[config.mk]
export PLATFORM = sky130hd
export DESIGN_NAME = univ_shift_reg
export DESIGN_NICKNAME = d
export VERILOG_FILES = /design/src/rtl/univ_shift_reg.sv
export SDC_FILE = /design/constraint.sdc
export NUM_CORES = 1
export LEC_CHECK = 0
export ABC_AREA = 1
export CORE_ASPECT_RATIO = 1.2
export CORE_MARGIN = 2
export CORE_UTILIZATION = 50
export CTS_BUF_LIST = sky130_fd_sc_hd__clkbuf_4
export CTS_CLUSTER_DIAMETER = 60
export DETAILED_ROUTE_END_ITERATION = 10
export PLACE_DENSITY = 0.95
export SKIP_CTS_REPAIR_TIMING = 1
export SYNTH_ARGS = -nofsm -noshare
export SYNTH_HDL_FRONTEND = slang
export SYNTH_SLANG_ARGS = --single-unit
[constraint.sdc]
create_clock -name clk -period 3.67 [get_ports clk]
set_clock_uncertainty 0.05 [all_clocks]
set_input_delay 0.9175 -clock clk [delete_from_list [all_inputs] [get_ports clk]]
set_output_delay 0.9175 -clock clk [all_outputs]
set_load 0.03 [all_outputs]
[src/rtl/univ_shift_reg.sv]
// -----------------------------------------------------------------------------
// univ_shift_reg
//   Parametrised universal shift register: parallel load, logical shift
//   left/right, rotate left/right, arithmetic shift right, clear and hold.
//   A saturating shift counter records how many loaded bits have left the
//   register; drained flags an empty register and drain_pulse marks the
//   single edge on which the last loaded bit was shifted out.
//
// Ports
//   clk          in   1      clock, rising edge
//   rstn         in   1      asynchronous active-low reset
//   en           in   1      synchronous enable; 0 holds all state
//   op           in   3      operation select
//   din          in   WIDTH  parallel load data
//   sin_l        in   1      serial input entering at the MSB (SHR)
//   sin_r        in   1      serial input entering at the LSB (SHL)
//   q            out  WIDTH  register contents
//   sout_l       out  1      q[WIDTH-1], the bit about to leave on SHL
//   sout_r       out  1      q[0], the bit about to leave on SHR/ASR
//   shift_cnt    out  CW     shifts since last LOAD, saturating at WIDTH
//   drained      out  1      shift_cnt == WIDTH
//   drain_pulse  out  1      one-cycle pulse when shift_cnt reaches WIDTH
// -----------------------------------------------------------------------------
module univ_shift_reg #(
  parameter int unsigned            WIDTH   = 8,
  parameter logic [WIDTH-1:0]       RST_VAL = {WIDTH{1'b0}},
  localparam int unsigned           CW      = $clog2(WIDTH + 1)
) (
  input  logic             clk,
  input  logic             rstn,
  input  logic             en,
  input  logic [2:0]       op,
  input  logic [WIDTH-1:0] din,
  input  logic             sin_l,
  input  logic             sin_r,
  output logic [WIDTH-1:0] q,
  output logic             sout_l,
  output logic             sout_r,
  output logic [CW-1:0]    shift_cnt,
  output logic             drained,
  output logic             drain_pulse
);

  localparam logic [2:0] OP_HOLD = 3'b000;
  localparam logic [2:0] OP_LOAD = 3'b001;
  localparam logic [2:0] OP_SHL  = 3'b010;
  localparam logic [2:0] OP_SHR  = 3'b011;
  localparam logic [2:0] OP_ROL  = 3'b100;
  localparam logic [2:0] OP_ROR  = 3'b101;
  localparam logic [2:0] OP_ASR  = 3'b110;
  localparam logic [2:0] OP_CLR  = 3'b111;

  localparam logic [CW-1:0] CNT_MAX  = CW'(WIDTH);
  localparam logic [CW-1:0] CNT_LAST = CW'(WIDTH - 1);
  localparam logic [CW-1:0] CNT_ZERO = {CW{1'b0}};
  localparam logic [CW-1:0] CNT_ONE  = {{(CW-1){1'b0}}, 1'b1};

  logic [WIDTH-1:0] q_r;
  logic [CW-1:0]    cnt_r;
  logic             drained_r;
  logic             pulse_r;

  logic [WIDTH-1:0] q_nxt_s;
  logic [CW-1:0]    cnt_nxt_s;
  logic             drained_nxt_s;
  logic             pulse_nxt_s;

  // Saturating increment of the shift counter: stays at WIDTH once drained.
  function automatic logic [CW-1:0] sat_inc(input logic [CW-1:0] c);
    if (c == CNT_MAX) begin
      return CNT_MAX;
    end else begin
      return c + CNT_ONE;
    end
  endfunction

  // Next-state decode for data register, counter and flags.
  always_comb begin
    q_nxt_s     = q_r;
    cnt_nxt_s   = cnt_r;
    pulse_nxt_s = 1'b0;
    if (en) begin
      case (op)
        OP_HOLD: begin
          q_nxt_s = q_r;
        end
        OP_LOAD: begin
          q_nxt_s   = din;
          cnt_nxt_s = CNT_ZERO;
        end
        OP_SHL: begin
          q_nxt_s     = {q_r[WIDTH-2:0], sin_r};
          cnt_nxt_s   = sat_inc(cnt_r);
          pulse_nxt_s = (cnt_r == CNT_LAST);
        end
        OP_SHR: begin
          q_nxt_s     = {sin_l, q_r[WIDTH-1:1]};
          cnt_nxt_s   = sat_inc(cnt_r);
          pulse_nxt_s = (cnt_r == CNT_LAST);
        end
        // Rotates lose no bits, so the count is left alone.
        OP_ROL: begin
          q_nxt_s = {q_r[WIDTH-2:0], q_r[WIDTH-1]};
        end
        OP_ROR: begin
          q_nxt_s = {q_r[0], q_r[WIDTH-1:1]};
        end
        OP_ASR: begin
          q_nxt_s     = {q_r[WIDTH-1], q_r[WIDTH-1:1]};
          cnt_nxt_s   = sat_inc(cnt_r);
          pulse_nxt_s = (cnt_r == CNT_LAST);
        end
        OP_CLR: begin
          q_nxt_s   = RST_VAL;
          cnt_nxt_s = CNT_MAX;
        end
        default: begin
          q_nxt_s   = q_r;
          cnt_nxt_s = cnt_r;
        end
      endcase
    end else begin
      q_nxt_s     = q_r;
      cnt_nxt_s   = cnt_r;
      pulse_nxt_s = 1'b0;
    end
    // Flag is computed from the next count so it lines up with cnt_r.
    drained_nxt_s = (cnt_nxt_s == CNT_MAX);
  end

  // State registers with asynchronous active-low reset.
  always_ff @(posedge clk or negedge rstn) begin
    if (!rstn) begin
      q_r       <= RST_VAL;
      cnt_r     <= CNT_MAX;
      drained_r <= 1'b1;
      pulse_r   <= 1'b0;
    end else begin
      q_r       <= q_nxt_s;
      cnt_r     <= cnt_nxt_s;
      drained_r <= drained_nxt_s;
      pulse_r   <= pulse_nxt_s;
    end
  end

  assign q           = q_r;
  assign sout_l      = q_r[WIDTH-1];
  assign sout_r      = q_r[0];
  assign shift_cnt   = cnt_r;
  assign drained     = drained_r;
  assign drain_pulse = pulse_r;

endmodule
==> results of run 1 <==
[placed cells by master, fill, tap and decap left out]
cell type | Yosys | routed
sky130_fd_sc_hd__nor3_1 | 1 | 1
sky130_fd_sc_hd__dfstp_2 | 2 | 2
sky130_fd_sc_hd__nand3_2 | 2 | 2
sky130_fd_sc_hd__nand2_1 | 61 | 61
sky130_fd_sc_hd__clkbuf_4 | 0 | 3
sky130_fd_sc_hd__inv_2 | 2 | 2
sky130_fd_sc_hd__nand3_1 | 18 | 18
sky130_fd_sc_hd__nor2_4 | 1 | 1
sky130_fd_sc_hd__nand2_4 | 1 | 1
sky130_fd_sc_hd__clkdlybuf4s50_1 | 0 | 31
sky130_fd_sc_hd__ha_1 | 2 | 2
sky130_fd_sc_hd__nand2_2 | 4 | 4
sky130_fd_sc_hd__nand4_1 | 5 | 5
sky130_fd_sc_hd__dfrtp_1 | 12 | 12
sky130_fd_sc_hd__clkinv_1 | 0 | 1
sky130_fd_sc_hd__nor2_1 | 18 | 18
sky130_fd_sc_hd__inv_1 | 13 | 13
[cell type report]
cell class	instances	area [µm²]
repair buffers	31	310
inverters	15	56.3
clock buffers	3	22.5
well taps	19	23.8
clock inverters	1	3.75
flip-flops and latches	14	353
multi-input cells	113	515
fillers	149	544
[power breakdown]
part           internal (mW)  switching (mW)
clock network         0.0395          0.0525
registers              0.180          0.0304
logic                 0.0885           0.127
total                  0.308           0.210
[logic make-up after synthesis]
kind of cell | count (synthesis)
buffers and inverters | 21
and+or+nand+nor | 111
DFF | 14
adders and majority gates | 2
[path summary, 6_finish.rpt]
kind                                   start            to  slack, ns  cells past startpoint
min in group asynchronous               rstn          q[7]       0.96                      1
worst max-delay path            shift_cnt[3]  shift_cnt[3]       1.15                      1
worst max register to register  shift_cnt[0]       drained       2.29                      9
max in group asynchronous               rstn          q[3]       2.20                      1
worst min-delay path            shift_cnt[3]  shift_cnt[3]       0.49                      2
worst min register to register  shift_cnt[3]  shift_cnt[3]       0.49                      2
[routing by layer]
metal	vias up	routed length (µm)
met2	43	1220
li1	520	-
met1	476	931
met4	0	25
met3	3	160
met5	-	0
[cell usage after synthesis, drive strengths merged]
cell type  count
nand3         20
nor3           1
ha             2
buf            6
nor2          19
dfstp          2
dfrtp         12
nand4          5
inv           15
nand2         66
[state kept, by name, summed over array words and instances, names as in the netlist]
register / count
q: 8
drain_pulse: 1
shift_cnt: 4
drained: 1
[metrics by stage]
stage | power, mW | instances | util | instance area, µm²
after detailed placement | 0.428 | 192 | 0.688 | 1260
after global routing | 0.547 | 196 | 0.702 | 1280
after global placement | 0.421 | 192 | 0.688 | 1260
after CTS | 0.517 | 196 | 0.702 | 1280
after floorplan | 0.341 | 148 | - | 973
final | 0.518 | 196 | 0.702 | 1280
==> report_table.html, run 1 <==
<table>
<tr><th>Metric</th><th>Value</th></tr>
<tr><th colspan="2">Clocking</th></tr>
<tr><td>TritonCTS Sinks</td><td>14</td></tr>
<tr><td>CTS Root Cell</td><td>sky130_fd_sc_hd__clkbuf_4</td></tr>
<tr><td>Clk Latency, worst-skew pair</td><td>0.28 ns</td></tr>
<tr><td>CTS H-tree depth</td><td>1</td></tr>
<tr><td>TritonCTS Buffers</td><td>3</td></tr>
<tr><td>Worst-case clock buffer depth</td><td>2</td></tr>
<tr><td>Clock slew at the register clock pins of the worst setup and hold paths</td><td>0.08 ns</td></tr>
<tr><td>Clock tree from TritonCTS</td><td>built</td></tr>
<tr><th colspan="2">Logic synthesis</th></tr>
<tr><td>Total of warnings raised by yosys</td><td>0</td></tr>
<tr><td>Arithmetic-cell share of the synthesized area counting full adders, half adders and majority gates</td><td>0.0257</td></tr>
<tr><td>Dominant combinational cell family by area after synthesis</td><td>simple AND/OR/NAND/NOR gates</td></tr>
<tr><td>Compound-gate portion of the synthesized area</td><td>0</td></tr>
<tr><td>Synthesized area</td><td>973 µm²</td></tr>
<tr><td>Leading area contributor after synthesis</td><td>sky130_fd_sc_hd__dfrtp_1</td></tr>
<tr><td>Cell types with the largest area share after synthesis</td><td>sky130_fd_sc_hd__dfrtp_1, sky130_fd_sc_hd__nand2_1, sky130_fd_sc_hd__nand3_1, sky130_fd_sc_hd__nor2_1, sky130_fd_sc_hd__dfstp_2</td></tr>
<tr><td>Share of cell area taken by muxes after synthesis</td><td>0</td></tr>
<tr><td>Simple-gate portion of the synthesized area</td><td>0.504</td></tr>
<tr><td>Fraction of post-synthesis cell area in the top cell type by area</td><td>0.308</td></tr>
<tr><td>Fraction of synthesized cell area in xor and xnor cells</td><td>0</td></tr>
<tr><td>Syn Area/Cell</td><td>6.58 µm²</td></tr>
<tr><td>Gate count of the mapped netlist</td><td>148</td></tr>
<tr><td>Netlist cell types</td><td>16</td></tr>
<tr><td>Syn nets</td><td>166</td></tr>
<tr><td>Post-synthesis register bit count</td><td>14</td></tr>
<tr><td>Part of the Yosys area used for sequential elements</td><td>0.362</td></tr>
<tr><th colspan="2">Layout</th></tr>
<tr><td>Area growth, synth to finish</td><td>32.0%</td></tr>
<tr><td>Layout Nets</td><td>196</td></tr>
<tr><td>Ratio of cells with drive above 1 in the final layout</td><td>0.0847</td></tr>
<tr><td>Final antenna diode count</td><td>0</td></tr>
<tr><th colspan="2">Worst setup path</th></tr>
<tr><td>Highest fanout seen on the critical path</td><td>5</td></tr>
<tr><td>Type of origin of the critical path</td><td>flop</td></tr>
<tr><td>Worst path cell trace</td><td>clkdlybuf4s50_1</td></tr>
<tr><td>Arrival @ worst endpoint</td><td>1.55 ns</td></tr>
<tr><td>Peak per-stage delay on the critical path</td><td>0.68 ns</td></tr>
<tr><td>WP data required</td><td>2.70 ns</td></tr>
<tr><td>Highest-delay cell along the critical path</td><td>sky130_fd_sc_hd__clkdlybuf4s50_1</td></tr>
<tr><td>Worst Path Class, Setup</td><td>reg2out</td></tr>
<tr><td>Buffer and inverter count on the worst path</td><td>1</td></tr>
<tr><td>Type of element capturing the critical path</td><td>output port</td></tr>
<tr><td>Family of cells with the greatest summed delay on the critical path</td><td>buffers and inverters</td></tr>
<tr><th colspan="2">Global routing</th></tr>
<tr><td>Global routing usage on met1</td><td>0.255</td></tr>
<tr><td>Grt peak-use layer</td><td>met2</td></tr>
<tr><td>Grt met2 use</td><td>0.422</td></tr>
<tr><td>Met3 demand-to-capacity share in global routing</td><td>0.0345</td></tr>
<tr><td>Initial antenna violation count</td><td>0</td></tr>
<tr><td>Gr ovfl total</td><td>0</td></tr>
<tr><td>Pin count of the biggest net entering global routing</td><td>17</td></tr>
<tr><td>First-pass GRT wire length</td><td>3960 µm</td></tr>
<tr><td>Vias in the first global route</td><td>968</td></tr>
<tr><td>Combined global-route utilization of all metal layers</td><td>0.232</td></tr>
<tr><th colspan="2">Route</th></tr>
<tr><td>Total DRC errors in the routed layout</td><td>0</td></tr>
<tr><td>Number of routed nets with antenna violations</td><td>0</td></tr>
<tr><td>Detailed router's first-iteration violation count</td><td>28</td></tr>
<tr><td>Vias per cell</td><td>5.32</td></tr>
<tr><td>Total wirelength of the detailed-routed design</td><td>2340 µm</td></tr>
<tr><td>Routed wire length per instance</td><td>11.9 µm</td></tr>
<tr><td>Overall via count from detail_route</td><td>1,042</td></tr>
<tr><td>First-pass detailed-route iteration total</td><td>4</td></tr>
<tr><th colspan="2">STA</th></tr>
<tr><td>Worst-case headroom to the max-slew limit</td><td>0.582</td></tr>
<tr><td>Final-layout setup total negative slack</td><td>0 ns</td></tr>
<tr><td>Final critical-path share of the clock period</td><td>0.686</td></tr>
<tr><td>Post-route minimum period</td><td>2.52 ns</td></tr>
<tr><td>Final hold violation count</td><td>0</td></tr>
<tr><td>Minimum hold slack</td><td>0.494 ns</td></tr>
<tr><td>RSZ-0062 raised after global routing</td><td>false</td></tr>
<tr><td>Post-route worst setup slack</td><td>1.15 ns</td></tr>
<tr><td>Tightest Pin Transition</td><td>0.625 ns</td></tr>
<tr><td>Finish-stage setup viols</td><td>0</td></tr>
<tr><td>Maximum clock frequency</td><td>397 MHz</td></tr>
<tr><td>Number of slew-limit violations in the final report</td><td>0</td></tr>
<tr><th colspan="2">Floorplanning</th></tr>
<tr><td>I/O pin count</td><td>32</td></tr>
<tr><td>Initial Util</td><td>0.532</td></tr>
<tr><td>Height of the chip</td><td>52.3 µm</td></tr>
<tr><td># rows</td><td>17</td></tr>
<tr><td>Area of the core region</td><td>1830 µm²</td></tr>
<tr><td>Chip width</td><td>44.3 µm</td></tr>
<tr><td>Die footprint</td><td>2320 µm²</td></tr>
<tr><th colspan="2">Job</th></tr>
<tr><td>Number of max-cap violations</td><td>0</td></tr>
<tr><th colspan="2">Placed design</th></tr>
<tr><td>Detailed-placement wirelength estimate</td><td>1740 µm</td></tr>
<tr><td>Setup Slack @ Placement</td><td>1.21 ns</td></tr>
<tr><td>Port bufs</td><td>31</td></tr>
<tr><td>Global placement routability congestion</td><td>0.819</td></tr>
<tr><th colspan="2">Power and ir drop</th></tr>
<tr><td>Static leakage power</td><td>0.666 nW</td></tr>
<tr><td>Worst IR drop on VDD</td><td>342 µV</td></tr>
<tr><td>Total power per unit cell area</td><td>403 nW/µm²</td></tr>
<tr><th colspan="2">Hold path</th></tr>
<tr><td>HP Class</td><td>reg2reg</td></tr>
<tr><th colspan="2">Run status</th></tr>
<tr><td>Result of the run</td><td>finished, final reports clean</td></tr>
</table>
Note: power is estimated with default switching activity, not from simulation.
==> run 2, diff against run 1 <==
CORE_UTILIZATION = 47   (was 50)
PLACE_DENSITY = 0.93   (was 0.95)
clock period = 2.5 ns   (was 3.67 ns; I/O delays follow)
==> report_table.html, run 2 (synthesis results as in run 1) <==
<table>
<tr><th>Metric</th><th>Value</th></tr>
<tr><th colspan="2">Layout</th></tr>
<tr><td>Ratio of cells with drive above 1 in the final layout</td><td>0.0904 (+0.00565)</td></tr>
<tr><td>Leading cell type in the layout, fill and taps excluded</td><td>sky130_fd_sc_hd__nand2_1</td></tr>
<tr><td>Layout Nets</td><td>196 (unchanged)</td></tr>
<tr><td>Post-route cell area</td><td>1290 µm² (+0.39%)</td></tr>
<tr><td>Final antenna diode count</td><td>0 (unchanged)</td></tr>
<tr><td>Area growth, synth to finish</td><td>32.5%</td></tr>
<tr><td>Final-layout fill cell count</td><td>170 (+14%)</td></tr>
<tr><td>Highest-count cells in the layout ignoring fill and taps</td><td>sky130_fd_sc_hd__nand2_1, sky130_fd_sc_hd__clkdlybuf4s50_1, sky130_fd_sc_hd__nand3_1, sky130_fd_sc_hd__nor2_1, sky130_fd_sc_hd__inv_1</td></tr>
<tr><td>Number of flip-flops under the largest register name</td><td>8 (unchanged)</td></tr>
<tr><th colspan="2">Clocking</th></tr>
<tr><td>CTS Root Cell</td><td>sky130_fd_sc_hd__clkbuf_4</td></tr>
<tr><td>Clk Latency, worst-skew pair</td><td>0.29 ns (about the same)</td></tr>
<tr><td>Clock slew at the register clock pins of the worst setup and hold paths</td><td>0.08 ns (about the same)</td></tr>
<tr><td>TritonCTS Sinks</td><td>14 (unchanged)</td></tr>
<tr><td>TritonCTS Buffers</td><td>3 (unchanged)</td></tr>
<tr><td>Clock tree from TritonCTS</td><td>built</td></tr>
<tr><td>Worst-case clock buffer depth</td><td>2 (unchanged)</td></tr>
<tr><td>CTS H-tree depth</td><td>1 (unchanged)</td></tr>
<tr><th colspan="2">Worst setup path</th></tr>
<tr><td>Family of cells with the greatest summed delay on the critical path</td><td>buffers and inverters</td></tr>
<tr><td>WP data required</td><td>1.82 ns (-0.88 ns)</td></tr>
<tr><td>Type of origin of the critical path</td><td>flop</td></tr>
<tr><td>Highest fanout seen on the critical path</td><td>5 (unchanged)</td></tr>
<tr><td>Arrival @ worst endpoint</td><td>1.52 ns (-0.03 ns)</td></tr>
<tr><td>Highest-delay cell along the critical path</td><td>sky130_fd_sc_hd__clkdlybuf4s50_1</td></tr>
<tr><td>Setup slack, reg-to-reg</td><td>1.10 ns (-1.19 ns)</td></tr>
<tr><td>Worst path cell trace</td><td>clkdlybuf4s50_1</td></tr>
<tr><td>Type of element capturing the critical path</td><td>output port</td></tr>
<tr><td>Buffer and inverter count on the worst path</td><td>1 (unchanged)</td></tr>
<tr><td>Worst Path Class, Setup</td><td>reg2out</td></tr>
<tr><td>Peak per-stage delay on the critical path</td><td>0.67 ns (about the same)</td></tr>
<tr><th colspan="2">Job</th></tr>
<tr><td>Number of max-cap violations</td><td>0 (unchanged)</td></tr>
<tr><th colspan="2">Route</th></tr>
<tr><td>Vias per cell</td><td>5.37 (+1.0%)</td></tr>
<tr><td>Routed wire length per instance</td><td>12.0 µm (+0.85%)</td></tr>
<tr><td>Total wirelength of the detailed-routed design</td><td>2370 µm (+1.4%)</td></tr>
<tr><td>Detailed router's first-iteration violation count</td><td>42 (+50%)</td></tr>
<tr><td>Total DRC errors in the routed layout</td><td>0 (unchanged)</td></tr>
<tr><td>First-pass detailed-route iteration total</td><td>5 (+1)</td></tr>
<tr><td>Overall via count from detail_route</td><td>1,058 (+1.5%)</td></tr>
<tr><td>Number of routed nets with antenna violations</td><td>0 (unchanged)</td></tr>
<tr><th colspan="2">Global routing</th></tr>
<tr><td>Vias in the first global route</td><td>910 (-6.0%)</td></tr>
<tr><td>Gr ovfl total</td><td>0 (unchanged)</td></tr>
<tr><td>First-pass GRT wire length</td><td>3770 µm (-4.7%)</td></tr>
<tr><td>Combined global-route utilization of all metal layers</td><td>0.216 (-0.0159)</td></tr>
<tr><td>Initial antenna violation count</td><td>0 (unchanged)</td></tr>
<tr><td>Pin count of the biggest net entering global routing</td><td>17 (unchanged)</td></tr>
<tr><th colspan="2">Placed design</th></tr>
<tr><td>Port bufs</td><td>31 (unchanged)</td></tr>
<tr><td>Instance area after placement</td><td>1260 µm² (about the same)</td></tr>
<tr><td>Global placement routability congestion</td><td>0.796 (-2.7%)</td></tr>
<tr><td>Detailed-placement wirelength estimate</td><td>1770 µm (+1.6%)</td></tr>
<tr><th colspan="2">Hold path</th></tr>
<tr><td>HP Class</td><td>reg2reg</td></tr>
<tr><th colspan="2">STA</th></tr>
<tr><td>Worst-case headroom to the max-slew limit</td><td>0.567 (-0.0151)</td></tr>
<tr><td>Tightest Pin Transition</td><td>0.648 ns (+0.0225 ns)</td></tr>
<tr><td>Number of slew-limit violations in the final report</td><td>0 (unchanged)</td></tr>
<tr><td>Final critical-path share of the clock period</td><td>0.878</td></tr>
<tr><td>Post-route minimum period</td><td>2.20 ns</td></tr>
<tr><td>Final-layout setup total negative slack</td><td>0 ns (unchanged)</td></tr>
<tr><td>Finish-stage setup viols</td><td>0 (unchanged)</td></tr>
<tr><td>Final hold violation count</td><td>0 (unchanged)</td></tr>
<tr><td>RSZ-0062 raised after global routing</td><td>false</td></tr>
<tr><td>Maximum clock frequency</td><td>455 MHz</td></tr>
<tr><th colspan="2">Floorplanning</th></tr>
<tr><td>Chip width</td><td>45.5 µm (+2.9%)</td></tr>
<tr><td>Height of the chip</td><td>53.9 µm (+2.9%)</td></tr>
<tr><td>Area of the core region</td><td>2000 µm² (+9.6%)</td></tr>
<tr><td>Initial Util</td><td>0.486 (-0.0465)</td></tr>
<tr><td># rows</td><td>18 (+1)</td></tr>
<tr><td>Die footprint</td><td>2450 µm² (+5.8%)</td></tr>
<tr><td>I/O pin count</td><td>32 (unchanged)</td></tr>
<tr><th colspan="2">Run status</th></tr>
<tr><td>Result of the run</td><td>finished, final reports clean</td></tr>
<tr><th colspan="2">Power and ir drop</th></tr>
<tr><td>Static leakage power</td><td>0.669 nW (+0.46%)</td></tr>
<tr><td>Total power per unit cell area</td><td>600 nW/µm² (+49%)</td></tr>
<tr><td>Worst IR drop on VDD</td><td>437 µV (+28%)</td></tr>
</table>
-- run 2: cell types whose count changed in the layout (fill, tap and decap cells not counted) --
cell | before | now
sky130_fd_sc_hd__clkbuf_4 | 3 | 4
sky130_fd_sc_hd__clkinv_1 | 1 | 0
-- run 2: area by class of cell --
cell class	instances	area (µm²)	area share
multi-input combinational	113	515	0.400
inverter	15	56.3	0.0436
tap	20	25.0	0.0194
clock buffer	4	30.0	0.0233
sequential	14	353	0.274
timing repair buffer	31	310	0.241
-- run 2: worst paths after layout --
path	startpoint	to	cells after the start
setup / recovery	shift_cnt[3]	shift_cnt[3]	1
min in group asynchronous	rstn	q[3]	1
hold reg to reg	shift_cnt[3]	shift_cnt[3]	2
hold / removal	shift_cnt[3]	shift_cnt[3]	2
setup reg to reg	shift_cnt[0]	drained	9
max in group asynchronous	rstn	q[7]	1
-- run 2: stage by stage --
step | total power [mW] | hold WS, ns | utilization | setup WS (ns) | std cells
4_1_cts | 0.776 | 0.474 | 0.644 | 0.292 | 197
3_3_place_gp | 0.616 | 0.464 | 0.629 | 0.371 | 193
5_1_grt | 0.817 | 0.519 | 0.644 | 0.270 | 197
2_1_floorplan | 0.500 | 0.279 | - | 0.999 | 148
3_5_place_dp | 0.627 | 0.461 | 0.629 | 0.312 | 193
6_report | 0.774 | 0.475 | 0.644 | 0.304 | 197
-- run 2: where the power goes --
part	switching [mW]	internal [mW]	total [mW]
logic	0.190	0.130	0.320
registers	0.0415	0.264	0.305
clock network	0.0764	0.0728	0.149
total	0.308	0.467	0.774
-- run 2: metal layers --
layer | track usage | share of wire | routed length, µm
met1 | 0.288 | 0.44 | 1040
met3 | 0.0201 | 0.075 | 177
met4 | 0.113 | 0.022 | 51
met2 | 0.343 | 0.46 | 1100
met5 | 0 | 0 | 0
